==> src/rtl/billiard_pkg.sv <==
// Shared types for the collision event path: event record, type codes, ball-ID helper.
// Latency: n/a (types and a pure function only).
// Backpressure: n/a.
package billiard_pkg;

  // Highest ball index; ball vectors are [NUM_BALLS:0], ball 0 is the white ball.
  localparam int NUM_BALLS = 3;

  typedef enum logic [1:0] {
    EVT_NONE = 2'd0,
    EVT_BALL = 2'd1,
    EVT_WALL = 2'd2,
    EVT_HOLE = 2'd3
  } coll_evt_type_t;

  // Ball IDs are carried at ball-vector width so they line up with the hit unit's ports.
  typedef struct packed {
    coll_evt_type_t     evt_type;
    logic [NUM_BALLS:0] ball_a;
    logic [NUM_BALLS:0] ball_b;
    logic [1:0]         wall;
  } coll_evt_t;

  // Index of the lowest set bit; 0 for an all-zero vector.
  function automatic logic [NUM_BALLS:0] onehot_to_id(input logic [NUM_BALLS:0] vec);
    logic [NUM_BALLS:0] id;
    id = '0;
    for (int i = NUM_BALLS; i >= 0; i--) begin
      if (vec[i]) id = i[NUM_BALLS:0];
    end
    return id;
  endfunction

endpackage

==> src/rtl/collision_event_scheduler_if.sv <==
// Event replay port: one collision event per valid/ready handshake.
// Latency: n/a (wires only).
// Backpressure: producer holds the event while evt_valid && !evt_ready.
interface collision_event_scheduler_if;
  import billiard_pkg::*;

  logic               evt_valid;
  logic               evt_ready;
  coll_evt_type_t     evt_type;
  logic [NUM_BALLS:0] evt_ball_a;
  logic [NUM_BALLS:0] evt_ball_b;
  logic [1:0]         evt_wall;

  modport master (
    output evt_valid, evt_type, evt_ball_a, evt_ball_b, evt_wall,
    input  evt_ready
  );

  modport slave (
    input  evt_valid, evt_type, evt_ball_a, evt_ball_b, evt_wall,
    output evt_ready
  );

endinterface

==> src/rtl/coll_evt_fifo.sv <==
// Synchronous FIFO of collision events with occupancy count; head is visible combinationally.
// Latency: a pushed entry is at the head one cycle after the push edge when the FIFO was empty.
// Backpressure: push is ignored when full unless a pop happens on the same edge; pop ignored when empty.
module coll_evt_fifo
  import billiard_pkg::*;
#(
  parameter int DEPTH = 8
) (
  input  logic                     clk,
  input  logic                     resetN,
  input  logic                     push,
  input  coll_evt_t                push_dat,
  input  logic                     pop,
  output coll_evt_t                head_dat,
  output logic                     full,
  output logic                     empty,
  output logic [$clog2(DEPTH):0]   count
);

  localparam int AW = $clog2(DEPTH);

  coll_evt_t          mem [DEPTH];
  logic [AW-1:0]      wr_ptr;
  logic [AW-1:0]      rd_ptr;
  logic [AW:0]        cnt_q;
  logic               push_acc;
  logic               pop_acc;

  assign full     = (cnt_q == (AW+1)'(DEPTH));
  assign empty    = (cnt_q == '0);
  assign count    = cnt_q;
  assign head_dat = mem[rd_ptr];

  // A full FIFO still accepts a push when the head leaves on the same edge.
  assign pop_acc  = pop && !empty;
  assign push_acc = push && (!full || pop_acc);

  // Entry storage: written at the tail, no reset needed since count gates visibility.
  always_ff @(posedge clk) begin
    if (push_acc) mem[wr_ptr] <= push_dat;
  end

  // Pointers wrap naturally because DEPTH is a power of two.
  always_ff @(posedge clk or negedge resetN) begin
    if (!resetN) begin
      wr_ptr <= '0;
      rd_ptr <= '0;
      cnt_q  <= '0;
    end else begin
      if (push_acc) wr_ptr <= wr_ptr + 1'b1;
      if (pop_acc)  rd_ptr <= rd_ptr + 1'b1;
      case ({push_acc, pop_acc})
        2'b10:   cnt_q <= cnt_q + 1'b1;
        2'b01:   cnt_q <= cnt_q - 1'b1;
        default: cnt_q <= cnt_q;
      endcase
    end
  end

endmodule

==> src/rtl/collision_event_scheduler.sv <==
// Captures per-frame collision pulses into staging slots and a FIFO, replays them after the next startOfFrame.
// Latency: capture edge -> FIFO one edge later; SOF edge -> evt_valid the following cycle, 1 event/cycle max.
// Backpressure: head held stable while !evt_ready; COLL_SCHED_TIMEOUT_EN adds a ready-wait timeout that drops the head.
module collision_event_scheduler
  import billiard_pkg::*;
#(
  parameter int FIFO_DEPTH     = 8,
  parameter int TIMEOUT_CYCLES = 255
) (
  input  logic                           clk,
  input  logic                           resetN,
  input  logic                           startOfFrame,
  input  logic [NUM_BALLS:0]             balls_collide,
  input  logic [1:0][NUM_BALLS:0]        Balls_col_ID,
  input  logic [NUM_BALLS:0]             ballwall_collide,
  input  logic [1:0]                     collided_wall,
  input  logic [NUM_BALLS:0]             ballhole_collide,
  collision_event_scheduler_if.master    evt,
  output logic                           busy,
  output logic                           overflow,
  output logic [7:0]                     drop_count
);

  localparam int CW = $clog2(FIFO_DEPTH) + 1;

  typedef enum logic {ST_IDLE, ST_PRESENT} state_t;

  state_t          state_q, state_d;
  logic [CW-1:0]   remaining_q, remaining_d;

  coll_evt_t       hole_q, ball_q, wall_q;
  logic            hole_vld_q, ball_vld_q, wall_vld_q;
  coll_evt_t       hole_new, ball_new, wall_new;
  logic            hole_hit, ball_hit, wall_hit;
  logic            push_hole, push_ball, push_wall, push_ok;
  logic            drop_hole, drop_ball, drop_wall;

  logic            fifo_push, fifo_pop, fifo_full, fifo_empty;
  coll_evt_t       fifo_push_dat, fifo_head;
  logic [CW-1:0]   fifo_count;

  logic            evt_vld;
  logic            tmo_fire;
  logic [2:0]      drop_n;
  logic [8:0]      drop_sum;

  coll_evt_fifo #(.DEPTH(FIFO_DEPTH)) u_fifo (
    .clk      (clk),
    .resetN   (resetN),
    .push     (fifo_push),
    .push_dat (fifo_push_dat),
    .pop      (fifo_pop),
    .head_dat (fifo_head),
    .full     (fifo_full),
    .empty    (fifo_empty),
    .count    (fifo_count)
  );

  assign hole_hit = |ballhole_collide;
  assign ball_hit = |balls_collide;
  assign wall_hit = |ballwall_collide;

  assign hole_new = '{evt_type: EVT_HOLE, ball_a: onehot_to_id(ballhole_collide), ball_b: '0, wall: 2'd0};
  assign ball_new = '{evt_type: EVT_BALL, ball_a: Balls_col_ID[0], ball_b: Balls_col_ID[1], wall: 2'd0};
  assign wall_new = '{evt_type: EVT_WALL, ball_a: onehot_to_id(ballwall_collide), ball_b: '0, wall: collided_wall};

  // Push arbiter: one slot per edge, HOLE > BALL > WALL; a full FIFO keeps the slot loaded.
  always_comb begin
    push_ok       = !fifo_full || fifo_pop;
    push_hole     = hole_vld_q && push_ok;
    push_ball     = ball_vld_q && !hole_vld_q && push_ok;
    push_wall     = wall_vld_q && !hole_vld_q && !ball_vld_q && push_ok;
    fifo_push     = push_hole || push_ball || push_wall;
    fifo_push_dat = wall_q;
    if (push_hole)      fifo_push_dat = hole_q;
    else if (push_ball) fifo_push_dat = ball_q;
    // A slot is free for a new pulse if empty or draining on this same edge.
    drop_hole     = hole_hit && hole_vld_q && !push_hole;
    drop_ball     = ball_hit && ball_vld_q && !push_ball;
    drop_wall     = wall_hit && wall_vld_q && !push_wall;
  end

  // Staging slots: load on the pulse, clear when moved into the FIFO.
  always_ff @(posedge clk or negedge resetN) begin
    if (!resetN) begin
      hole_vld_q <= 1'b0;
      ball_vld_q <= 1'b0;
      wall_vld_q <= 1'b0;
      hole_q     <= '0;
      ball_q     <= '0;
      wall_q     <= '0;
    end else begin
      if (hole_hit && !drop_hole) begin
        hole_vld_q <= 1'b1;
        hole_q     <= hole_new;
      end else if (push_hole) begin
        hole_vld_q <= 1'b0;
      end
      if (ball_hit && !drop_ball) begin
        ball_vld_q <= 1'b1;
        ball_q     <= ball_new;
      end else if (push_ball) begin
        ball_vld_q <= 1'b0;
      end
      if (wall_hit && !drop_wall) begin
        wall_vld_q <= 1'b1;
        wall_q     <= wall_new;
      end else if (push_wall) begin
        wall_vld_q <= 1'b0;
      end
    end
  end

`ifdef COLL_SCHED_TIMEOUT_EN
  localparam int TW = $clog2(TIMEOUT_CYCLES + 1);
  logic [TW-1:0] tmo_cnt_q;

  assign tmo_fire = (state_q == ST_PRESENT) && !evt.evt_ready &&
                    (tmo_cnt_q == TW'(TIMEOUT_CYCLES - 1));

  // Ready-wait counter: runs only while the head is stalled, clears on any pop.
  always_ff @(posedge clk or negedge resetN) begin
    if (!resetN) begin
      tmo_cnt_q <= '0;
    end else if ((state_q == ST_PRESENT) && !evt.evt_ready && !tmo_fire) begin
      tmo_cnt_q <= tmo_cnt_q + 1'b1;
    end else begin
      tmo_cnt_q <= '0;
    end
  end
`else
  logic unused_timeout;
  assign unused_timeout = (TIMEOUT_CYCLES != 0);
  assign tmo_fire       = 1'b0;
`endif

  // Dispatch FSM next state: a frame's worth of events is latched at SOF, later captures wait a frame.
  always_comb begin
    state_d     = state_q;
    remaining_d = remaining_q;
    evt_vld     = 1'b0;
    fifo_pop    = 1'b0;
    case (state_q)
      ST_IDLE: begin
        if (startOfFrame && (fifo_count != '0)) begin
          state_d     = ST_PRESENT;
          remaining_d = fifo_count;
        end
      end
      ST_PRESENT: begin
        evt_vld = 1'b1;
        if ((evt.evt_ready || tmo_fire) && !fifo_empty) begin
          fifo_pop    = 1'b1;
          remaining_d = remaining_q - 1'b1;
          if (remaining_q == CW'(1)) state_d = ST_IDLE;
        end
      end
      default: state_d = ST_IDLE;
    endcase
  end

  // Dispatch FSM state register.
  always_ff @(posedge clk or negedge resetN) begin
    if (!resetN) begin
      state_q     <= ST_IDLE;
      remaining_q <= '0;
    end else begin
      state_q     <= state_d;
      remaining_q <= remaining_d;
    end
  end

  assign drop_n   = {2'b0, drop_hole} + {2'b0, drop_ball} + {2'b0, drop_wall} + {2'b0, tmo_fire};
  assign drop_sum = {1'b0, drop_count} + {6'b0, drop_n};

  // Drop accounting: one overflow pulse per edge with any drop, saturating count.
  always_ff @(posedge clk or negedge resetN) begin
    if (!resetN) begin
      overflow   <= 1'b0;
      drop_count <= 8'd0;
    end else begin
      overflow   <= (drop_n != 3'd0);
      drop_count <= drop_sum[8] ? 8'hFF : drop_sum[7:0];
    end
  end

  assign busy           = (state_q == ST_PRESENT);
  assign evt.evt_valid  = evt_vld;
  assign evt.evt_type   = evt_vld ? fifo_head.evt_type : EVT_NONE;
  assign evt.evt_ball_a = evt_vld ? fifo_head.ball_a   : '0;
  assign evt.evt_ball_b = evt_vld ? fifo_head.ball_b   : '0;
  assign evt.evt_wall   = evt_vld ? fifo_head.wall     : 2'd0;

endmodule

==> src/flat_wrapper.sv <==
// flat-port wrapper written by rule: the top's interface ports become plain ports
module collision_event_scheduler_flat import billiard_pkg::*;
#(
  parameter int FIFO_DEPTH     = 8,
  parameter int TIMEOUT_CYCLES = 255
)
  (clk, resetN, startOfFrame, balls_collide, Balls_col_ID, ballwall_collide, collided_wall, ballhole_collide, busy, overflow, drop_count, evt_evt_valid, evt_evt_type, evt_evt_ball_a, evt_evt_ball_b, evt_evt_wall, evt_evt_ready);
  collision_event_scheduler_if evt_i ();
  input  logic clk;
  input  logic resetN;
  input  logic startOfFrame;
  input  logic [NUM_BALLS:0] balls_collide;
  input  logic [1:0][NUM_BALLS:0] Balls_col_ID;
  input  logic [NUM_BALLS:0] ballwall_collide;
  input  logic [1:0] collided_wall;
  input  logic [NUM_BALLS:0] ballhole_collide;
  output logic busy;
  output logic overflow;
  output logic [7:0] drop_count;
  output wire logic [$bits(evt_i.evt_valid)-1:0] evt_evt_valid;
  output wire logic [$bits(evt_i.evt_type)-1:0] evt_evt_type;
  output wire logic [$bits(evt_i.evt_ball_a)-1:0] evt_evt_ball_a;
  output wire logic [$bits(evt_i.evt_ball_b)-1:0] evt_evt_ball_b;
  output wire logic [$bits(evt_i.evt_wall)-1:0] evt_evt_wall;
  input wire logic [$bits(evt_i.evt_ready)-1:0] evt_evt_ready;
  assign evt_evt_valid = evt_i.evt_valid;
  assign evt_evt_type = evt_i.evt_type;
  assign evt_evt_ball_a = evt_i.evt_ball_a;
  assign evt_evt_ball_b = evt_i.evt_ball_b;
  assign evt_evt_wall = evt_i.evt_wall;
  assign evt_i.evt_ready = evt_evt_ready;
  collision_event_scheduler #(.FIFO_DEPTH(FIFO_DEPTH), .TIMEOUT_CYCLES(TIMEOUT_CYCLES)) u_core (.clk(clk), .resetN(resetN), .startOfFrame(startOfFrame), .balls_collide(balls_collide), .Balls_col_ID(Balls_col_ID), .ballwall_collide(ballwall_collide), .collided_wall(collided_wall), .ballhole_collide(ballhole_collide), .evt(evt_i), .busy(busy), .overflow(overflow), .drop_count(drop_count));
endmodule
==> config.mk <==
export PLATFORM = sky130hd
export DESIGN_NAME = collision_event_scheduler_flat
export DESIGN_NICKNAME = d
export VERILOG_FILES = /design/src/rtl/billiard_pkg.sv /design/src/rtl/collision_event_scheduler_if.sv /design/src/rtl/coll_evt_fifo.sv /design/src/rtl/collision_event_scheduler.sv /design/src/flat_wrapper.sv
export SDC_FILE = /design/constraint.sdc
export NUM_CORES = 1
export LEC_CHECK = 0
export ABC_CLOCK_PERIOD_IN_PS = 9500
export BUFFER_PORTS_ARGS = -buffer_cell sky130_fd_sc_hd__buf_2
export CELL_PAD_IN_SITES_DETAIL_PLACEMENT = 1
export CELL_PAD_IN_SITES_GLOBAL_PLACEMENT = 1
export CORE_MARGIN = 2
export CORE_UTILIZATION = 30
export CTS_BUF_LIST = sky130_fd_sc_hd__clkbuf_16
export DETAILED_ROUTE_END_ITERATION = 16
export PLACE_DENSITY_LB_ADDON = 0.1
export SYNTH_ARGS = -nofsm -noshare
export SYNTH_HDL_FRONTEND = slang
export SYNTH_SLANG_ARGS = --single-unit
==> constraint.sdc <==
create_clock -name clk -period 9.5 [get_ports clk]
set_clock_uncertainty 0.05 [all_clocks]
set_input_delay 1.9 -clock clk [delete_from_list [all_inputs] [get_ports clk]]
set_output_delay 1.9 -clock clk [all_outputs]
set_load 0.02 [all_outputs]
Word-level counts from Yosys, hierarchy flattened
Memories as Yosys holds them, arrays and structs flattened.
Index checks and enable logic that the tools add are counted.
{ "word_totals": {"mem_count": 1, "ram_bits": 96, "inputBits": 26, "out_inout_bits": 23, "regBits": 48, "elab_cells": 112} }
{ "op_classes": {"n_mux": 34, "n_bitwise": 1, "n_reduce_logical": 44, "add_sub_neg": 8, "eq_ne": 6} }
{ "memory_table": {"columns": ["name", "depth", "width", "read_ports", "rd_clocked_by_memory_dff", "write_ports", "line", "source"], "rows": [
  ["u_core.u_fifo.mem", 8, 12, 1, 0, 1, "coll_evt_fifo.sv:22", "coll_evt_t mem [DEPTH];"]
]} }
{ "op_table": {"columns": ["operator", "n"], "rows": [
  ["4-bit 2-to-1 mux", 9],
  ["12-bit 2-to-1 mux", 2],
  ["1-bit logical AND", 19],
  ["4-bit one-hot mux with 2 select lines", 2],
  ["1-bit 2-to-1 mux", 14],
  ["4-bit OR reduction", 3],
  ["1-bit logical NOT", 10],
  ["2-bit 2-to-1 mux", 5],
  ["8-bit by 3-bit adder with 9-bit output", 1],
  ["8-bit 2-to-1 mux", 1],
  ["2-bit nonzero test", 4],
  ["4-bit by 1-bit subtractor with 4-bit output (second input constant)", 2],
  ["3-bit by 1-bit adder with 3-bit output (second input constant)", 2],
  ["4-bit by 1-bit adder with 4-bit output (second input constant)", 1],
  ["4-bit by 1-bit == test with 1-bit output (second input constant)", 1],
  ["4-bit == test (second input constant)", 1],
  ["4-bit logical NOT", 1],
  ["1-bit logical OR", 4],
  ["4-bit nonzero test", 1],
  ["3-bit by 1-bit adder with 3-bit output", 1],
  ["3-bit nonzero test", 1],
  ["1-bit by 1-bit adder with 2-bit output", 1],
  ["2-bit by 1-bit == test with 1-bit output (second input constant)", 1],
  ["2-bit == test (second input constant)", 1],
  ["other kinds (5)", 5]
]} }

Depth between registers and ports, before layout
{ "logic_depth": {"depth_word": 13, "depth_mapped": 14, "ltp_nobuf": 12} }

Cells and area by module
Synthesis repeated with hierarchy kept, for this count alone.
{ "unflattened": {"cells_unflattened": 405, "area_unflattened_um2": 6393.6} }
{ "by_module_without_submodules": {"columns": ["mod", "cells_each", "seq_area_each_um2", "area_per_inst_um2", "n_inst"], "rows": [
  ["coll_evt_fifo", 208, 3133.0, 4385.5, 1],
  ["collision_event_scheduler", 197, 850.8, 2008.2, 1]
]} }

Least setup slack after synthesis
OpenSTA, ideal clock, no wires.
{ "synth_path": {"kind": "input -> register", "from": "input balls_collide[1]", "to": "register u_core.drop_count[4]", "t_arrival_ns": 4.347, "required_ns": 9.325, "n_path_buf": 0, "slack_ns": 4.978, "setup_time_ns": 0.125, "cell_stages": 8, "path_cell_list": "nor4_1 -> nor2_1 -> fa_1 -> ha_1 -> fa_1 -> a21oi_1 -> nor2b_1 -> mux2_2"} }
{ "synth_between": {"elab_chain_len": 7} }
{ "synth_lines": {"columns": ["element", "line", "source"], "rows": [
  ["start: declaration", "flat_wrapper.sv:12", "input logic [NUM_BALLS:0] balls_collide;"],
  ["4-bit OR reduction", "collision_event_scheduler.sv:60", "assign ball_hit = |balls_collide;"],
  ["1-bit logical AND (2 in a row)", "collision_event_scheduler.sv:79", "drop_ball = ball_hit && ball_vld_q && !push_ball;"],
  ["1-bit by 1-bit adder with 2-bit output", "collision_event_scheduler.sv:173", "assign drop_n = {2'b0, drop_hole} + {2'b0, drop_ball} + {2'b0, drop_wall} + {2'b0, tmo_fire};"],
  ["3-bit by 1-bit adder with 3-bit output", "collision_event_scheduler.sv:173", null],
  ["8-bit by 3-bit adder with 9-bit output", "collision_event_scheduler.sv:174", "assign drop_sum = {1'b0, drop_count} + {6'b0, drop_n};"],
  ["8-bit 2-to-1 mux", "collision_event_scheduler.sv:183", "drop_count <= drop_sum[8] ? 8'hFF : drop_sum[7:0];"],
  ["end signal: assignment", "collision_event_scheduler.sv:183", null],
  ["end: declaration", "collision_event_scheduler.sv:21", "output logic [7:0] drop_count"]
]} }
No other way between the ends.
A chain may end at the register's enable or synchronous reset.

Final worst setup path
Ends and elaborated chain as after synthesis.

==> impl_metrics.json <==
{
  "outcome": "finished, final reports clean",
  "reg2regPathDepth": 10,
  "numCtsBuffers": 17,
  "path_max_fanout": 4,
  "hold_depth": 1,
  "fillers": 2080,
  "vias_per_cell": 4.819,
  "holdCritPathClass": "flop to flop",
  "grt_max_degree": 45,
  "multi_input_area_um2": 2002,
  "clkSlewWorstSetupHoldPaths_ps": 60,
  "grt_pass1_wl_um": 22040,
  "synth.avg_cell_area_um2": 15.81,
  "die_area_um2": 21330,
  "track_usage_pct": 13.62,
  "syn-num-nets": 425,
  "clock-root-buffer": "clkbuf_16",
  "antenna_found_initial": 0,
  "antenna_left": 0,
  "dr_total_vias": 3494,
  "die_w_um": 146.1,
  "critical_path.max_stage_delay_ps": 760,
  "crit_path_frequent_cell": "fa_1",
  "dr.first_iter.drc_count": 125,
  "gp_congestion": 0.7202,
  "crit_chain": "buf_2 -> nor4_1 -> nor2_1 -> fa_1 -> ha_1 -> fa_1 -> a21oi_1 -> nor2b_1 -> mux2_2",
  "postCtsSetupRepairBufs": 0,
  "gr-total-overflow": 0,
  "clk_latency_ps": 420,
  "regArea_um2": 3984,
  "drive_gt1_share_pct": 31.30,
  "drc": 0,
  "tightestPinTransition_ps": 1150,
  "wire_per_inst_um": 19.01,
  "preCtsSetupSlack_ps": 4401,
  "setup_ws_ps": 4843,
  "cts_max_path_buffers": 2,
  "synth_cell_types": 51,
  "antenna_cells": 0,
  "rows": 51,
  "timing.setup.tns_ps": 0,
  "ioPinCount": 49,
  "cts_hold_buf": 0,
  "seq_area_frac_synth_pct": 65.80,
  "nets": 489,
  "syn-cell-area_um2": 6055,
  "numPortBuffers": 48,
  "core_um2": 19650,
  "hpwl_um": 9143,
  "finalHoldViolCount": 0,
  "crit_arrival_ps": 4910,
  "relSlewSlack_pct": 22.54,
  "cap_violations": 0,
  "synth-async-reset-ratio_pct": 31.43,
  "fmax_mhz": 214.8,
  "crit_type": "primary input to flop",
  "drt_wl_total_um": 13780,
  "synth_cells": 383,
  "cts.sinks": 140,
  "cts_tree": "built",
  "ys.flop_type": "edfxtp_1",
  "setup_violations": 0,
  "ys_seq_elements": 140,
  "rsz0062_at_grt": "false",
  "crit_required_ps": 9760,
  "start_kind": "primary input",
  "ctsResizeCount": 0,
  "slew_violations": 0,
  "finalCriticalPeriod_ps": 4657,
  "cts-htree-levels": 4,
  "worst_path_max_delay_cell": "nor4_1",
  "initial_core_util_pct": 30.81,
  "fp.dieH_um": 146.1,
  "synth_edf_count": 96,
  "power.leakage_nw": 2.663,
  "syn_to_final_growth_pct": 19.45,
  "power_density_nw_per_um2": 333.5,
  "synth_warnings": 0,
  "period_share_pct": 49.02,
  "vdd_drop_max_uv": 137.5,
  "drtPass1Iterations": 4,
  "endpoint_kind": "flop",
  "grt_pass1_vias": 3808
}
-- area by class of cell --
type	instances	share of cell area [%]
repair buffers	61	4.671
well taps	265	4.585
clock inverters	15	1.678
clock buffers	17	5.882
multi-input cells	219	27.68
flip-flops and latches	140	55.09
inverters	8	0.4152
-- synthesized netlist by cell type (5+ instances only) --
cell type	count	area [um2]
nand3_1	12	60.06
mux2_2	14	157.7
ha_1	13	162.7
and2_1	8	50.05
clkbuf_1	8	30.03
edfxtp_1	96	2883
nand2_1	19	71.32
mux4_2	24	540.5
inv_1	8	30.03
buf_2	5	25.02
mux2i_1	5	50.05
nor2_1	21	78.83
a21oi_1	11	55.05
xnor2_1	7	61.31
o21ai_0	14	70.07
nor3_1	6	30.03
dfrtp_1	44	1101
a22o_1	12	105.1
nor2b_1	5	31.28
-- path summary, 6_finish.rpt --
| kind | from | to | slack (ps) |
|---|---|---|---|
| setup / recovery | balls_collide[1] | u_core.drop_count[4] | 4840 |
| hold / removal | u_core.ball_q[10] | u_core.ball_q[10] | 430 |
| setup reg to reg | u_core.u_fifo.count[1] | u_core.drop_count[4] | 5840 |
| hold reg to reg | u_core.ball_q[10] | u_core.ball_q[10] | 430 |
| max in group asynchronous | resetN | u_core.u_fifo.wr_ptr[2] | 7450 |
| min in group asynchronous | resetN | u_core.u_fifo.count[2] | 1510 |
-- registers in the layout, indices dropped and copies added, names as in the netlist --
name,cells
u_core.drop_count,8
u_core.hole_q,3
u_core.u_fifo.count,4
u_core.ball_q,9
u_core.overflow,1
u_core.ball_vld_q,1
u_core.hole_vld_q,1
u_core.u_fifo.rd_ptr,3
u_core.wall_q,5
u_core.remaining_q,4
u_core.u_fifo.mem,96
u_core.busy,1
u_core.wall_vld_q,1
u_core.u_fifo.wr_ptr,3
-- critical path, delay by kind of cell --
kind / cells / cell delay (ps)
and+or+nand+nor: 3 / 1060
muxes: 1 / 280
AOI/OAI and AO/OA: 1 / 350
buffers and inverters: 1 / 90
adders and majority gates: 3 / 1220
-- report_power, final --
part | internal [mW] | total [mW] | leakage, nW | switching (mW)
Clock | 0.358 | 0.622 | 0.264 | 0.264
Sequential | 0.856 | 0.974 | 1.38 | 0.118
Combinational | 0.354 | 0.816 | 1.02 | 0.462
-- logic make-up after synthesis --
logic type,Yosys count,synth area share [%]
fa+ha+maj,16,3.679
mux,43,12.36
xor+xnor,10,1.447
simple gates,97,8.804
flops,140,65.80
compound gates,53,6.138
buf+inv,24,1.777
-- per-layer routing --
metal,vias up,GRT usage [%],wire length [um]
li1,1599,-,-
met1,1820,17.68,6422
met2,61,22.52,6653
met3,14,3.562,524
met4,0,4.126,182
met5,-,0,0
-- placed cells by master (no fill, tap or decap), types with 4 or more instances in the layout --
master and instances:
o21ai_0 14, nor3_1 4, nand2_1 19, mux4_2 24, mux2_2 14, a22o_1 12
edfxtp_1 96, nor2b_1 5, and2_1 8, buf_4 13, mux2i_1 5, nor2_1 21
o21a_1 4, nand3_1 12, xnor2_1 7, inv_1 9, clkbuf_16 17, dfrtp_1 44
a21oi_1 11, buf_2 48, ha_1 13, inv_6 4
-- metrics by stage --
stage | area, um2 | util, % | std cells | total power [mW] | hold WS, ps
6_report | 7232 | 36.80 | 725 | 2.412 | 428.2
5_1_grt | 7232 | 36.80 | 725 | 2.562 | 454.0
4_1_cts | 7232 | 36.80 | 725 | 2.463 | 427.5
3_5_place_dp | 6685 | 34.01 | 693 | 1.833 | 404.8
3_3_place_gp | 6685 | 34.01 | 693 | 1.815 | 406.1
2_1_floorplan | 6055 | - | 383 | 1.531 | 382.4
No activity file was read; power rests on OpenSTA's default activity.
